<file path="config.mk">
export PLATFORM = sky130hd
export DESIGN_NAME = dmem_arbiter
export DESIGN_NICKNAME = d
export VERILOG_FILES = /design/src/rtl/dmem_arbiter.sv
export SDC_FILE = /design/constraint.sdc
export NUM_CORES = 1
export LEC_CHECK = 0
export CELL_PAD_IN_SITES_DETAIL_PLACEMENT = 2
export CELL_PAD_IN_SITES_GLOBAL_PLACEMENT = 2
export CORE_MARGIN = 2
export CORE_UTILIZATION = 23
export DETAILED_ROUTE_END_ITERATION = 16
export PLACE_DENSITY_LB_ADDON = 0.1
export SLEW_MARGIN = 20
export SYNTH_ARGS = -nofsm -noshare
export SYNTH_HDL_FRONTEND = slang
export SYNTH_SLANG_ARGS = --single-unit
</file>
<file path="constraint.sdc">
create_clock -name i_clock -period 6 [get_ports i_clock]
set_input_delay 1.2 -clock i_clock [delete_from_list [all_inputs] [get_ports i_clock]]
set_output_delay 1.2 -clock i_clock [all_outputs]
set_load 0.02 [all_outputs]
</file>
<file path="src/rtl/dmem_arbiter.sv">
// Two-master arbiter and access sequencer for the shared data-memory port.
// Latches the winning request into a one-cycle ACCESS slot and returns registered load data.
module dmem_arbiter #(
  parameter bit PRIORITY_MODE = 1'b0
) (
  input  logic        i_clock,
  input  logic        i_reset,
  input  logic        i_m0_req,
  input  logic        i_m0_we,
  input  logic [31:0] i_m0_addr,
  input  logic [31:0] i_m0_wdata,
  input  logic [1:0]  i_m0_size,
  input  logic        i_m1_req,
  input  logic        i_m1_we,
  input  logic [31:0] i_m1_addr,
  input  logic [31:0] i_m1_wdata,
  input  logic [1:0]  i_m1_size,
  output logic        o_m0_gnt,
  output logic [31:0] o_m0_rdata,
  output logic        o_m0_rvalid,
  output logic        o_m0_err,
  output logic        o_m1_gnt,
  output logic [31:0] o_m1_rdata,
  output logic        o_m1_rvalid,
  output logic        o_m1_err,
  output logic [31:0] o_mem_addr,
  output logic [31:0] o_mem_writedata,
  output logic [1:0]  o_mem_size,
  output logic        o_mem_re,
  output logic        o_mem_we,
  input  logic [31:0] i_mem_readdata
);

  localparam int unsigned AW = 32;
  localparam int unsigned DW = 32;
  localparam int unsigned SW = 2;
  localparam logic [SW-1:0] SIZE_WORD = 2'b11;

  typedef enum logic {
    S_IDLE   = 1'b0,
    S_ACCESS = 1'b1
  } state_t;

  state_t          r_state;
  logic            r_owner;
  logic            r_last;
  logic            r_we;
  logic [AW-1:0]   r_addr;
  logic [DW-1:0]   r_wdata;
  logic [SW-1:0]   r_size;
  logic            r_reject;
  logic [DW-1:0]   r_rdata0;
  logic [DW-1:0]   r_rdata1;
  logic            r_rvalid0;
  logic            r_rvalid1;
  logic            r_err0;
  logic            r_err1;

  logic            w_access;
  logic            w_elig0;
  logic            w_elig1;
  logic            w_any;
  logic            w_win;
  logic            w_sel_we;
  logic [AW-1:0]   w_sel_addr;
  logic [DW-1:0]   w_sel_wdata;
  logic [SW-1:0]   w_sel_size;

  // The current owner still holds req during its own ACCESS cycle, so it is masked out.
  always_comb begin
    w_access    = (r_state == S_ACCESS);
    w_elig0     = i_m0_req && !(w_access && !r_owner);
    w_elig1     = i_m1_req && !(w_access && r_owner);
    w_any       = w_elig0 || w_elig1;
    if (w_elig0 && w_elig1) begin
      w_win = PRIORITY_MODE ? 1'b0 : !r_last;
    end else begin
      w_win = !w_elig0;
    end
    w_sel_we    = w_win ? i_m1_we    : i_m0_we;
    w_sel_addr  = w_win ? i_m1_addr  : i_m0_addr;
    w_sel_wdata = w_win ? i_m1_wdata : i_m0_wdata;
    w_sel_size  = w_win ? i_m1_size  : i_m0_size;
  end

  always_ff @(posedge i_clock or posedge i_reset) begin
    if (i_reset) begin
      r_state   <= S_IDLE;
      r_owner   <= 1'b0;
      r_last    <= 1'b1;
      r_we      <= 1'b0;
      r_addr    <= '0;
      r_wdata   <= '0;
      r_size    <= '0;
      r_reject  <= 1'b0;
      r_rdata0  <= '0;
      r_rdata1  <= '0;
      r_rvalid0 <= 1'b0;
      r_rvalid1 <= 1'b0;
      r_err0    <= 1'b0;
      r_err1    <= 1'b0;
    end else begin
      r_rvalid0 <= 1'b0;
      r_rvalid1 <= 1'b0;
      r_err0    <= 1'b0;
      r_err1    <= 1'b0;
      // Load completion: capture data (or zero for a rejected load) for the owner.
      if (w_access && !r_we) begin
        if (r_owner) begin
          r_rdata1  <= r_reject ? '0 : i_mem_readdata;
          r_rvalid1 <= 1'b1;
          r_err1    <= r_reject;
        end else begin
          r_rdata0  <= r_reject ? '0 : i_mem_readdata;
          r_rvalid0 <= 1'b1;
          r_err0    <= r_reject;
        end
      end
      if (w_any) begin
        r_state  <= S_ACCESS;
        r_owner  <= w_win;
        r_last   <= w_win;
        r_we     <= w_sel_we;
        r_addr   <= w_sel_addr;
        r_wdata  <= w_sel_wdata;
        r_size   <= w_sel_size;
        r_reject <= !w_sel_we && (w_sel_size != SIZE_WORD);
      end else begin
        r_state  <= S_IDLE;
      end
    end
  end

  assign o_m0_gnt        = w_access && !r_owner;
  assign o_m1_gnt        = w_access && r_owner;
  assign o_mem_addr      = r_addr;
  assign o_mem_writedata = r_wdata;
  assign o_mem_size      = r_size;
  assign o_mem_we        = w_access && r_we;
  assign o_mem_re        = w_access && !r_we && !r_reject;
  assign o_m0_rdata      = r_rdata0;
  assign o_m1_rdata      = r_rdata1;
  assign o_m0_rvalid     = r_rvalid0;
  assign o_m1_rvalid     = r_rvalid1;
  assign o_m0_err        = r_err0;
  assign o_m1_err        = r_err1;

endmodule
</file>
==> impl_metrics.yaml <==
drt:
  wl_per_cell_um: 19.8
  drcViolationCount: 0
  drtAntennaViolNets: 0
  routed_wl_um: 22600
  viasPerCell: 4.55
  vias: 5178
  first_iter_violations: 167
  first_pass_iters: 6
logic_synthesis:
  syn_area_per_cell_um2: 11.2
  synth_seq_area_share_pct: 61.3
  synth.distinct_cells: 27
  ys_warn_count: 0
  synth_top_area_share_pct: 60.8
  synth.top_cells.by_count: "dfrtp_1, nand2_1, a221o_1"
  synth_area_mm2: 0.00568
  synthTopCellsByArea: "dfrtp_1, a221o_1, nor2b_1"
  synth_edf_count: 0
  synth-main-ff-cell: "dfrtp_1"
  synth.most_common_cell: "dfrtp_1"
  ys_seq_elements: 139
  synth_fp_nets: 676
  synthArstFlopShare_pct: 100
  postSynthCellCount: 506
  synth_top_area_cell: "dfrtp_1"
clocking:
  cts.htree.levels: 4
  post_cts_resized: 0
  cts.sinks: 139
  cts_setup_buffers: 0
  hold_buffers: 0
  clkSlewWorstSetupHoldPaths_ns: 0.06
  cts_root_buf: "clkbuf_16"
  clk_latency_ns: 0.43
  cts_tree: "yes"
  cts_buffer_depth: 2
  cts_buffers: 17
setup_path:
  cp-end-kind: "register"
  critPathTopFamily: "buffers and inverters"
  worst_setup_path_start_kind: "primary input"
  path_buf_inv: 3
  required_ns: 6.35
  arrival_ns: 3.61
  crit_chain: "clkdlybuf4s50_1, inv_1, o311a_2, nor2b_4, buf_4, a221o_1"
  crit_fanout: 33
  reg2reg_slack_ns: 3.58
  critical_path_class: "in2reg"
  slowest_delay_ns: 0.67
  cp_slowest_cell: "nor2b_4"
grt:
  grt-ovfl-total: 0
  grt_pass1_vias: 6079
  grtUsageTotal_pct: 17.6
  grt_pass1_wl_um: 35100
  grt_max_degree: 76
  antenna_found_initial: 1
status:
  outcome: "complete, no violations"
floorplanning:
  die_x_um: 161
  die_h_um: 161
  num_io_pins: 308
  start_util_pct: 23.4
  die-area_mm2: 0.0260
  rows: 57
  core_mm2: 0.0242
sta:
  finalSetupViolations: 0
  post-route-period-util_pct: 54.3
  fin_ws_ns: 2.74
  hold_viol_final: 0
  fin_worst_skew_ns: 0.0118
  fin_crit_ns: 3.26
  fin_setup_tns_ns: 0
  rsz0062_at_grt: "false"
  final_max_slew_viol_count: 0
  relSlewSlack_pct: 43.7
  whs_ns: 0.487
  tightest_slew_ns: 0.843
  fmax_ghz: 0.307
placement:
  gp_congestion: 0.755
  dp_slack_ns: 2.28
  hpwl_um: 16200
  place.port_buffers: 307
  dp.cells: 1105
final_layout:
  area_delta_synth_final_pct: 68.2
  drive_above_1_share_pct: 5.90
  nets: 970
  fillCellCount: 2581
  fin_cells: 1138
power_and_ir_drop:
  peakVddDrop_mv: 0.153
  p_total_mw: 4.63
  p_per_area_mw_per_mm2: 484
  leakage_nw: 3.96
hold_path:
  hp-class: "reg2reg"
job:
  drv_cap: 0
[registers in the layout, indices dropped and copies added, names as in the netlist]
| signal | cells |
|---|---|
| o_m1_err | 1 |
| r_last | 1 |
| r_we | 1 |
| o_m0_err | 1 |
| o_m0_rvalid | 1 |
| o_m1_rvalid | 1 |
| o_mem_writedata | 32 |
| o_mem_size | 2 |
| o_mem_addr | 32 |
| o_m0_rdata | 32 |
| r_state | 1 |
| r_reject | 1 |
| o_m1_rdata | 32 |
| r_owner | 1 |
[worst min-delay path: cells and delay by family (launching register included)]
family	cells	cell delay, ns
simple gates	1	0.05
flops	1	0.35
compound gates	1	0.06
[report_power, final]
part	switching (mW)	total [mW]	internal [mW]	leakage, nW
registers	0.217	1.53	1.31	1.73
clock network	0.464	1.01	0.544	0.263
logic	1.11	2.09	0.984	1.96
total	1.79	4.63	2.84	3.96
[path summary, 6_finish.rpt]
path	from	endpoint	cells after the start
worst max register to register	r_state$_DFF_PP0_	o_mem_addr[8]$_DFFE_PP0P_	4
min in group asynchronous	i_reset	o_m0_rdata[9]$_DFFE_PP0P_	2
worst min register to register	o_m1_rdata[17]$_DFFE_PP0P_	o_m1_rdata[17]$_DFFE_PP0P_	2
worst max-delay path	i_m1_req	o_mem_addr[8]$_DFFE_PP0P_	6
worst min-delay path	o_m1_rdata[17]$_DFFE_PP0P_	o_m1_rdata[17]$_DFFE_PP0P_	2
max in group asynchronous	i_reset	o_m0_rdata[21]$_DFFE_PP0P_	3
[metal layers]
metal	part of all wire [%]	GRT usage, %	wire (um)	up-vias
li1	-	-	-	2364
met1	40	19.9	8980	2596
met2	49	29.8	11100	195
met3	9.0	7.81	2030	23
met4	1.9	5.68	440	0
met5	0	0	0	-
[per-stage QoR]
step,util [%],cell area (um^2)
final,39.4,9550
after global routing,39.4,9550
after CTS,39.4,9550
after detailed placement,37.1,8990
after global placement,37.1,8990
after floorplan,-,5680
[kinds of logic (layout without fill, tap and decap cells)]
family	after synthesis	count (layout)	synth area share (%)
mux	4	4	0.705
other cells	0	1	0
flops	139	139	61.3
compound gates	138	138	18.2
buf+inv	46	353	4.69
simple gates	179	179	15.2
[area by class of cell]
class                   count  area, um^2  share of cell area, %
diodes                      1        2.50                 0.0262
multi-input cells         321        1950                   20.4
inverters                   6        27.5                  0.288
repair buffers            315        3130                   32.8
clock inverters            15         130                   1.36
clock buffers              17         425                   4.45
flip-flops and latches    139        3480                   36.4
well taps                 324         405                   4.24
[layout by cell type, fill, tap and decap left out]
master           instances
mux2i_1                  4
a21oi_1                  5
a211o_1                  1
nor3b_1                  1
clkinv_1                 1
nand2b_1                 2
o22ai_1                  1
a31oi_2                  1
a21oi_4                  1
o311a_2                  1
dfstp_2                  1
buf_4                    8
clkbuf_16               17
inv_1                    4
nand2_1                 98
inv_6                    6
clkdlybuf4s50_1        307
or2_2                    1
nor2b_1                 60
inv_8                    3
nand2b_2                 1
diode_2                  1
a221o_1                 64
clkinv_2                 1
clkinvlp_4               4
and2b_1                  4
o21ai_0                 58
nor2_1                   9
nor2b_4                  1
dfrtp_1                138
clkinv_4                 2
o21ai_1                  6
and2_1                   2
(Power assumes the default switching activity.)
